**src/rtl/cart_mem_arbiter_pkg.sv**
```systemverilog
// Shared types and constants for the cart memory arbiter slice.
package cart_mem_pkg;

  // Arbiter sequencer states.
  typedef enum logic [1:0] {
    IDLE     = 2'd0,
    ISSUE    = 2'd1,
    WAIT_ACK = 2'd2,
    DONE     = 2'd3
  } arb_state_t;

  // Requester identity, used to route a completion back to its owner.
  typedef enum logic [1:0] {
    P_DL  = 2'd0,
    P_DMA = 2'd1,
    P_CPU = 2'd2
  } port_id_t;

  // Byte returned when the cart bus floats (aborted read, power-up).
  localparam logic [7:0] OPEN_BUS_BYTE = 8'hFF;

endpackage

```
**src/rtl/cart_mem_arbiter_if.sv**
```systemverilog
// Requester and SDRAM-side signals of the cart memory arbiter.
// The arbiter itself uses the slave view; the surrounding system uses master.
interface cart_mem_arbiter_if #(
  parameter int ADDR_W = 25
) ();

  logic              dl_req;
  logic [ADDR_W-1:0] dl_addr;
  logic [7:0]        dl_data;
  logic              dl_ack;

  logic              dma_req;
  logic [ADDR_W-1:0] dma_addr;
  logic [7:0]        dma_data;
  logic              dma_valid;

  logic              cpu_req;
  logic [ADDR_W-1:0] cpu_addr;
  logic [7:0]        cpu_data;
  logic              cpu_valid;

  logic              mem_req;
  logic              mem_we;
  logic [ADDR_W-1:0] mem_addr;
  logic [7:0]        mem_wdata;
  logic              mem_ack;
  logic [7:0]        mem_rdata;

  logic              timeout_err;

  modport slave (
    input  dl_req, dl_addr, dl_data,
    input  dma_req, dma_addr,
    input  cpu_req, cpu_addr,
    input  mem_ack, mem_rdata,
    output dl_ack,
    output dma_data, dma_valid,
    output cpu_data, cpu_valid,
    output mem_req, mem_we, mem_addr, mem_wdata,
    output timeout_err
  );

  modport master (
    output dl_req, dl_addr, dl_data,
    output dma_req, dma_addr,
    output cpu_req, cpu_addr,
    output mem_ack, mem_rdata,
    input  dl_ack,
    input  dma_data, dma_valid,
    input  cpu_data, cpu_valid,
    input  mem_req, mem_we, mem_addr, mem_wdata,
    input  timeout_err
  );

endinterface

```
**src/rtl/cart_mem_port.sv**
```systemverilog
// One read requester: pending flag, latched address, one-entry hit
// register and the byte returned to the requester.
module cart_mem_port
  import cart_mem_pkg::*;
#(
  parameter int ADDR_W = 25
) (
  input  logic              clk_sys,
  input  logic              reset,
  input  logic              i_req,
  input  logic [ADDR_W-1:0] i_addr,
  input  logic              i_done,
  input  logic              i_done_ok,
  input  logic [ADDR_W-1:0] i_done_addr,
  input  logic [7:0]        i_done_data,
  input  logic              i_wr_done,
  input  logic [ADDR_W-1:0] i_wr_addr,
  output logic              o_pending,
  output logic [ADDR_W-1:0] o_addr,
  output logic [7:0]        o_data,
  output logic              o_valid
);

  logic              r_pending;
  logic [ADDR_W-1:0] r_addr;
  logic              r_hit_valid;
  logic [ADDR_W-1:0] r_hit_addr;
  logic              r_hit_pend;
  logic [7:0]        r_data;
  logic              r_valid;
  logic              w_hit;

  // A request that is already queued is merged, never short-circuited, so a
  // port can only ever produce one completion per outstanding request.
  assign w_hit = i_req && !r_pending && r_hit_valid && (i_addr == r_hit_addr);

  // Request capture, hit short-cut, completion and write-coherence updates.
  always_ff @(posedge clk_sys) begin
    if (reset) begin
      r_pending   <= 1'b0;
      r_addr      <= '0;
      r_hit_valid <= 1'b0;
      r_hit_addr  <= '0;
      r_hit_pend  <= 1'b0;
      r_data      <= OPEN_BUS_BYTE;
      r_valid     <= 1'b0;
    end else begin
      r_hit_pend <= w_hit;
      r_valid    <= r_hit_pend || i_done;
      if (i_done) begin
        r_data <= i_done_data;
      end
      // A new request in the completion cycle wins over the clear.
      if (i_req && !w_hit) begin
        r_pending <= 1'b1;
        r_addr    <= i_addr;
      end else if (i_done) begin
        r_pending <= 1'b0;
      end
      // Aborted reads never populate the hit register.
      if (i_done && i_done_ok) begin
        r_hit_valid <= 1'b1;
        r_hit_addr  <= i_done_addr;
      end else if (i_wr_done && r_hit_valid && (i_wr_addr == r_hit_addr)) begin
        r_hit_valid <= 1'b0;
      end
    end
  end

  assign o_pending = r_pending;
  assign o_addr    = r_addr;
  assign o_data    = r_data;
  assign o_valid   = r_valid;

endmodule

```
**src/rtl/cart_mem_arbiter.sv**
```systemverilog
// Shares the cart ROM/SDRAM byte port between the ROM loader (writes),
// MARIA DMA reads and Sally CPU reads, with CPU anti-starvation and an
// ack timeout that returns open-bus data.
module cart_mem_arbiter
  import cart_mem_pkg::*;
#(
  parameter int ADDR_W       = 25,
  parameter int CPU_MAX_WAIT = 4,
  parameter int ACK_TIMEOUT  = 64
) (
  input  logic              clk_sys,
  input  logic              reset,
  cart_mem_arbiter_if.slave bus
);

  localparam int                WAIT_W   = $clog2(CPU_MAX_WAIT + 1);
  localparam int                TMO_W    = $clog2(ACK_TIMEOUT + 1);
  localparam logic [WAIT_W-1:0] WAIT_MAX = WAIT_W'(CPU_MAX_WAIT);
  localparam logic [TMO_W-1:0]  TMO_LAST = TMO_W'(ACK_TIMEOUT - 1);

  arb_state_t        r_state;
  port_id_t          r_owner;
  logic [WAIT_W-1:0] r_cpu_wait;
  logic [TMO_W-1:0]  r_tmo_cnt;
  logic              r_mem_req;
  logic              r_mem_we;
  logic [ADDR_W-1:0] r_mem_addr;
  logic [7:0]        r_mem_wdata;
  logic [7:0]        r_rdata;
  logic              r_rd_ok;
  logic              r_dl_ack;
  logic              r_timeout_err;

  logic              w_dma_pending;
  logic              w_cpu_pending;
  logic [ADDR_W-1:0] w_dma_addr;
  logic [ADDR_W-1:0] w_cpu_addr;
  logic [7:0]        w_dma_data;
  logic [7:0]        w_cpu_data;
  logic              w_dma_valid;
  logic              w_cpu_valid;
  logic              w_grant;
  port_id_t          w_winner;
  logic [ADDR_W-1:0] w_win_addr;
  logic              w_dma_done;
  logic              w_cpu_done;
  logic              w_wr_done;

  assign w_dma_done = (r_state == DONE) && (r_owner == P_DMA);
  assign w_cpu_done = (r_state == DONE) && (r_owner == P_CPU);
  assign w_wr_done  = (r_state == DONE) && (r_owner == P_DL);

  cart_mem_port #(.ADDR_W(ADDR_W)) u_dma_port (
    .clk_sys     (clk_sys),
    .reset       (reset),
    .i_req       (bus.dma_req),
    .i_addr      (bus.dma_addr),
    .i_done      (w_dma_done),
    .i_done_ok   (r_rd_ok),
    .i_done_addr (r_mem_addr),
    .i_done_data (r_rdata),
    .i_wr_done   (w_wr_done),
    .i_wr_addr   (r_mem_addr),
    .o_pending   (w_dma_pending),
    .o_addr      (w_dma_addr),
    .o_data      (w_dma_data),
    .o_valid     (w_dma_valid)
  );

  cart_mem_port #(.ADDR_W(ADDR_W)) u_cpu_port (
    .clk_sys     (clk_sys),
    .reset       (reset),
    .i_req       (bus.cpu_req),
    .i_addr      (bus.cpu_addr),
    .i_done      (w_cpu_done),
    .i_done_ok   (r_rd_ok),
    .i_done_addr (r_mem_addr),
    .i_done_data (r_rdata),
    .i_wr_done   (w_wr_done),
    .i_wr_addr   (r_mem_addr),
    .o_pending   (w_cpu_pending),
    .o_addr      (w_cpu_addr),
    .o_data      (w_cpu_data),
    .o_valid     (w_cpu_valid)
  );

  // Priority pick: loader, then a starved CPU, then DMA, then CPU.
  always_comb begin
    w_grant  = 1'b1;
    w_winner = P_DL;
    if (bus.dl_req) begin
      w_winner = P_DL;
    end else if (w_cpu_pending && (r_cpu_wait == WAIT_MAX)) begin
      w_winner = P_CPU;
    end else if (w_dma_pending) begin
      w_winner = P_DMA;
    end else if (w_cpu_pending) begin
      w_winner = P_CPU;
    end else begin
      w_grant  = 1'b0;
      w_winner = P_DL;
    end
  end

  // Address of the selected requester.
  always_comb begin
    case (w_winner)
      P_DL:    w_win_addr = bus.dl_addr;
      P_DMA:   w_win_addr = w_dma_addr;
      P_CPU:   w_win_addr = w_cpu_addr;
      default: w_win_addr = '0;
    endcase
  end

  // Transaction sequencer: grant, hold the SDRAM request, complete or abort.
  always_ff @(posedge clk_sys) begin
    if (reset) begin
      r_state       <= IDLE;
      r_owner       <= P_DL;
      r_cpu_wait    <= '0;
      r_tmo_cnt     <= '0;
      r_mem_req     <= 1'b0;
      r_mem_we      <= 1'b0;
      r_mem_addr    <= '0;
      r_mem_wdata   <= 8'h00;
      r_rdata       <= OPEN_BUS_BYTE;
      r_rd_ok       <= 1'b0;
      r_dl_ack      <= 1'b0;
      r_timeout_err <= 1'b0;
    end else begin
      r_dl_ack <= 1'b0;
      case (r_state)
        IDLE: begin
          if (w_grant) begin
            r_state     <= ISSUE;
            r_owner     <= w_winner;
            r_mem_req   <= 1'b1;
            r_mem_we    <= (w_winner == P_DL);
            r_mem_addr  <= w_win_addr;
            r_mem_wdata <= (w_winner == P_DL) ? bus.dl_data : 8'h00;
            if (w_winner == P_CPU) begin
              r_cpu_wait <= '0;
            end else if ((w_winner == P_DMA) && w_cpu_pending && (r_cpu_wait != WAIT_MAX)) begin
              r_cpu_wait <= r_cpu_wait + WAIT_W'(1);
            end
          end
        end
        ISSUE: begin
          r_state   <= WAIT_ACK;
          r_tmo_cnt <= '0;
        end
        WAIT_ACK: begin
          if (bus.mem_ack) begin
            r_state   <= DONE;
            r_mem_req <= 1'b0;
            r_mem_we  <= 1'b0;
            r_rdata   <= bus.mem_rdata;
            r_rd_ok   <= 1'b1;
          end else if (r_tmo_cnt == TMO_LAST) begin
            r_state       <= DONE;
            r_mem_req     <= 1'b0;
            r_mem_we      <= 1'b0;
            r_rdata       <= OPEN_BUS_BYTE;
            r_rd_ok       <= 1'b0;
            r_timeout_err <= 1'b1;
          end else begin
            r_tmo_cnt <= r_tmo_cnt + TMO_W'(1);
          end
        end
        DONE: begin
          r_state  <= IDLE;
          r_dl_ack <= (r_owner == P_DL);
        end
        default: begin
          r_state   <= IDLE;
          r_mem_req <= 1'b0;
          r_mem_we  <= 1'b0;
        end
      endcase
    end
  end

  assign bus.dl_ack      = r_dl_ack;
  assign bus.dma_data    = w_dma_data;
  assign bus.dma_valid   = w_dma_valid;
  assign bus.cpu_data    = w_cpu_data;
  assign bus.cpu_valid   = w_cpu_valid;
  assign bus.mem_req     = r_mem_req;
  assign bus.mem_we      = r_mem_we;
  assign bus.mem_addr    = r_mem_addr;
  assign bus.mem_wdata   = r_mem_wdata;
  assign bus.timeout_err = r_timeout_err;

endmodule

```
**src/flat_wrapper.sv**
```systemverilog
// flat-port wrapper written by rule: the top's interface ports become plain ports
module cart_mem_arbiter_flat import cart_mem_pkg::*;
#(
  parameter int ADDR_W       = 25,
  parameter int CPU_MAX_WAIT = 4,
  parameter int ACK_TIMEOUT  = 64
)
  (clk_sys, reset, bus_dl_req, bus_dl_addr, bus_dl_data, bus_dma_req, bus_dma_addr, bus_cpu_req, bus_cpu_addr, bus_mem_ack, bus_mem_rdata, bus_dl_ack, bus_dma_data, bus_dma_valid, bus_cpu_data, bus_cpu_valid, bus_mem_req, bus_mem_we, bus_mem_addr, bus_mem_wdata, bus_timeout_err);
  cart_mem_arbiter_if #(.ADDR_W(ADDR_W)) bus_i ();
  input  logic clk_sys;
  input  logic reset;
  input wire logic [$bits(bus_i.dl_req)-1:0] bus_dl_req;
  input wire logic [$bits(bus_i.dl_addr)-1:0] bus_dl_addr;
  input wire logic [$bits(bus_i.dl_data)-1:0] bus_dl_data;
  input wire logic [$bits(bus_i.dma_req)-1:0] bus_dma_req;
  input wire logic [$bits(bus_i.dma_addr)-1:0] bus_dma_addr;
  input wire logic [$bits(bus_i.cpu_req)-1:0] bus_cpu_req;
  input wire logic [$bits(bus_i.cpu_addr)-1:0] bus_cpu_addr;
  input wire logic [$bits(bus_i.mem_ack)-1:0] bus_mem_ack;
  input wire logic [$bits(bus_i.mem_rdata)-1:0] bus_mem_rdata;
  output wire logic [$bits(bus_i.dl_ack)-1:0] bus_dl_ack;
  output wire logic [$bits(bus_i.dma_data)-1:0] bus_dma_data;
  output wire logic [$bits(bus_i.dma_valid)-1:0] bus_dma_valid;
  output wire logic [$bits(bus_i.cpu_data)-1:0] bus_cpu_data;
  output wire logic [$bits(bus_i.cpu_valid)-1:0] bus_cpu_valid;
  output wire logic [$bits(bus_i.mem_req)-1:0] bus_mem_req;
  output wire logic [$bits(bus_i.mem_we)-1:0] bus_mem_we;
  output wire logic [$bits(bus_i.mem_addr)-1:0] bus_mem_addr;
  output wire logic [$bits(bus_i.mem_wdata)-1:0] bus_mem_wdata;
  output wire logic [$bits(bus_i.timeout_err)-1:0] bus_timeout_err;
  assign bus_i.dl_req = bus_dl_req;
  assign bus_i.dl_addr = bus_dl_addr;
  assign bus_i.dl_data = bus_dl_data;
  assign bus_i.dma_req = bus_dma_req;
  assign bus_i.dma_addr = bus_dma_addr;
  assign bus_i.cpu_req = bus_cpu_req;
  assign bus_i.cpu_addr = bus_cpu_addr;
  assign bus_i.mem_ack = bus_mem_ack;
  assign bus_i.mem_rdata = bus_mem_rdata;
  assign bus_dl_ack = bus_i.dl_ack;
  assign bus_dma_data = bus_i.dma_data;
  assign bus_dma_valid = bus_i.dma_valid;
  assign bus_cpu_data = bus_i.cpu_data;
  assign bus_cpu_valid = bus_i.cpu_valid;
  assign bus_mem_req = bus_i.mem_req;
  assign bus_mem_we = bus_i.mem_we;
  assign bus_mem_addr = bus_i.mem_addr;
  assign bus_mem_wdata = bus_i.mem_wdata;
  assign bus_timeout_err = bus_i.timeout_err;
  cart_mem_arbiter #(.ADDR_W(ADDR_W), .CPU_MAX_WAIT(CPU_MAX_WAIT), .ACK_TIMEOUT(ACK_TIMEOUT)) u_core (.clk_sys(clk_sys), .reset(reset), .bus(bus_i));
endmodule
```
**config.mk**
```make
export PLATFORM = sky130hd
export DESIGN_NAME = cart_mem_arbiter_flat
export DESIGN_NICKNAME = d
export VERILOG_FILES = /design/src/rtl/cart_mem_arbiter_pkg.sv /design/src/rtl/cart_mem_arbiter_if.sv /design/src/rtl/cart_mem_port.sv /design/src/rtl/cart_mem_arbiter.sv /design/src/flat_wrapper.sv
export SDC_FILE = /design/constraint.sdc
export NUM_CORES = 1
export LEC_CHECK = 0
export CAP_MARGIN = 15
export CORE_ASPECT_RATIO = 1.1
export CORE_MARGIN = 1
export CORE_UTILIZATION = 52
export CTS_CLUSTER_SIZE = 30
export DETAILED_ROUTE_END_ITERATION = 8
export PLACE_DENSITY = 0.8
export SLEW_MARGIN = 30
export SYNTH_ARGS = -nofsm -noshare
export SYNTH_HDL_FRONTEND = slang
export SYNTH_SLANG_ARGS = --single-unit
```
**constraint.sdc**
```tcl
create_clock -name clk_sys -period 2.43 [get_ports clk_sys]
set_input_delay 0.486 -clock clk_sys [delete_from_list [all_inputs] [get_ports clk_sys]]
set_output_delay 0.486 -clock clk_sys [all_outputs]
set_load 0.1 [all_outputs]
```
==> results.yml <==
hold_path:
  hp-class: "reg -> reg"
place:
  port_buffers: 151
  hpwl_um: 16200
  place_inst: 1201
  gp_congestion: 0.905
  dpl_cell_area_sq_um: 9680
power:
  p_comb_share_pct: 37.3
  leakage_nw: 4.11
  p_clk_share_pct: 26.4
  power.density_nw_per_um2: 1020
  p_sw_share_pct: 41.8
  ir_worst_vdd_v: 0.000641
  power_w: 0.0104
  p_sw_w: 0.00437
  seq_power_share_pct: 36.3
  internal_power_w: 0.00608
logic_synthesis:
  ys.flop_type: "dfxtp_1"
  ys_seq_area_share_pct: 46.7
  syn_avg_cell_area_sq_um: 9.12
  synth_fp_nets: 970
  synth.cell_area_sq_um: 7890
  syn_inst: 865
  synth.yosys.warnings: 0
  ys_async_sr_fraction_pct: 0
  synth-edff-count: 0
  ys_top_cells_by_count: "dfxtp_1, nand2_1, a21oi_1, xor2_1, nor2_1"
  synth.top_cell.area_share_pct: 46.7
  ys_ff_latch: 184
  yosysTopAreaCell: "dfxtp_1"
  synth_area_leaders: "dfxtp_1, xor2_1, nand2_1, a21oi_1, a22o_1"
  synth.most_common_cell: "dfxtp_1"
  synth_cell_types: 40
global_routing:
  grt_pass1_wl_um: 35600
  antenna_found_initial: 0
  grt_max_degree: 52
  grt.total_usage_pct: 29.3
  gr-total-overflow: 0
  grt_pass1_vias: 6606
floorplanning:
  core_area_sq_um: 14600
  die_y_um: 131
  die_w_um: 119
  initial_core_util_pct: 54.0
  die_area_sq_um: 15700
  pin_count: 152
  rows: 46
worst_setup_path:
  worstPathArrival_ns: 2.72
  crit_type: "in -> reg"
  crit_start: "bus_cpu_addr[18]"
  worst_setup_path_end_kind: "register"
  r2r-end: "u_core.u_cpu_port.o_addr[24]"
  r2r-start: "u_core.u_cpu_port.r_hit_addr[6]"
  reg2regPathDepth: 8
  crit_fanout: 21
  worstSetupEndpoint: "u_core.u_cpu_port.o_addr[24]"
  required_ns: 2.76
  r2r_slack_ns: 0.23
  start_kind: "input port"
drt:
  wl_per_cell_um: 18.6
  vias: 7066
  ant_nets: 0
  drtPass1Iterations: 6
  drt-total-wl_um: 22900
  drcViolationCount: 0
  drt-initial-drc-count: 680
  routed_via_density: 5.73
run_status:
  outcome: "completed"
cells_and_area:
  design_area_sq_um: 10300
  final_cells: 1233
  finalNetCount: 1133
  drive_above_1_share_pct: 14.5
  diodes: 0
  n_fill_cell: 1152
  syn_to_final_growth_pct: 30.3
sta:
  skew_ns: 0.00840
  finalCritPeriodShare_pct: 98.4
  fmax_mhz: 418
  tns_ns: 0
  drv_slew: 0
  rsz0062_at_grt: "no"
  setup_viol: 0
  period_minus_slack_ns: 2.39
  hold_viol_final: 0
  worst_slew_pin_slew_ns: 0.631
  slew_headroom_pct: 57.7
clock_tree:
  cts_setup_buffers: 0
  cts_tree: "done"
  clock-root-buffer: "clkbuf_16"
  numCtsBuffers: 17
  clk_latency_ns: 0.43
  clock-sinks: 184
  htree_num_levels: 4
  clock_path_buffers: 2
  path_clk_slew_ns: 0.07
job:
  drv_cap: 0
-- per-stage QoR --
stage,hold slack [ns],setup WS (ns),util [%]
final,0.443,0.0396,70.3
after global routing,0.459,0.00255,70.3
after CTS,0.447,0.0733,70.2
after detailed placement,0.433,-0.368,66.2
after global placement,0.438,-0.353,66.2
after floorplan,0.416,0.296,-
-- worst min-delay path by stage --
stage,startpoint,endpoint,slack [ns],cells past startpoint
finish,u_core.u_cpu_port.r_hit_pend,u_core.u_cpu_port.o_valid,0.44,2
global route,u_core.u_cpu_port.r_hit_pend,u_core.u_cpu_port.o_valid,0.46,2
CTS,u_core.u_cpu_port.r_hit_pend,u_core.u_cpu_port.o_valid,0.45,2
detailed placement,u_core.u_cpu_port.r_hit_pend,u_core.u_cpu_port.o_valid,0.43,2
global placement,u_core.u_cpu_port.r_hit_pend,u_core.u_cpu_port.o_valid,0.44,2
floorplan,u_core.u_cpu_port.r_hit_pend,u_core.u_cpu_port.o_valid,0.42,2
-- placed cells by master (no fill, tap or decap), types with 10 or more instances in the layout --
cell type,Yosys,routed
a21oi_1,91,90
a221o_1,25,25
a22o_1,45,45
buf_4,0,97
clkbuf_16,0,17
clkdlybuf4s50_1,0,95
dfxtp_1,184,184
mux2i_1,17,17
nand2_1,140,140
nand3_1,11,11
nand4_1,10,10
nor2_1,53,52
nor3_1,28,28
nor4_1,18,16
o21ai_0,10,10
xnor2_1,39,39
xor2_1,65,65
-- worst max-delay path, cell delays in order --
cell,delay [ns]
clkdlybuf4s50_1,0.47
xnor2_1,0.27
nand4_1,0.13
or4_4,0.56
o311a_1,0.41
buf_12,0.18
a22o_2,0.21
-- power groups by stage --
| stage | combinational, W | clock (W) | sequential, W |
|---|---|---|---|
| 2_1_floorplan | 0.00132 | 0 | 0.00524 |
| 3_3_place_gp | 0.00381 | 0 | 0.00385 |
| 3_5_place_dp | 0.00386 | 0 | 0.00385 |
| 4_1_cts | 0.00388 | 0.00277 | 0.00379 |
| 5_1_grt | 0.00409 | 0.00290 | 0.00384 |
| 6_report | 0.00390 | 0.00276 | 0.00380 |
-- state kept, by name (all words and copies together), names as in the netlist, 2 cells and up --
name	flops
u_core.bus.mem_wdata	8
u_core.u_cpu_port.o_data	8
u_core.r_rdata	8
u_core.u_cpu_port.r_hit_addr	25
u_core.r_owner	2
u_core.r_cpu_wait	3
u_core.r_state	2
u_core.u_dma_port.r_hit_addr	25
u_core.u_cpu_port.o_addr	25
u_core.u_dma_port.o_addr	25
u_core.u_dma_port.o_data	8
u_core.r_tmo_cnt	7
u_core.bus.mem_addr	25
-- timing repair --
action / CTS / global route
hold buffers: 0 / 0
endpoints found under the setup margin: 0 / 25
resized for setup: 0 / 4
-- logic make-up after synthesis --
kind of cell    after synthesis  synth area share [%]
fa+ha+maj                     8                  1.27
mux                          17                  2.16
compound gates              200                  18.3
xor+xnor                    104                  11.5
buf+inv                      61                  3.46
simple gates                291                  16.6
flops                       184                  46.7
-- final cells by class --
cell class                      instances  area [sq um]  share of cell area (%)
Multi-Input combinational cell        620          3970                    38.6
Clock inverter                         11           123                    1.19
Inverter                                7          26.3                   0.256
Sequential cell                       184          3680                    35.8
Clock buffer                           21           460                    4.48
Tap cell                              192           240                    2.34
Timing Repair Buffer                  198          1780                    17.3
-- per-layer routing --
metal | wire [um] | up-vias | track usage (%) | part of all wire, %
met5 | 0 | - | 0 | 0
met4 | 611 | 0 | 10.9 | 2.7
met3 | 1720 | 46 | 6.16 | 7.5
met2 | 10800 | 314 | 46.5 | 47
met1 | 9790 | 3346 | 38.9 | 43
li1 | - | 3360 | - | -
Note: power is estimated with default switching activity, not from simulation.
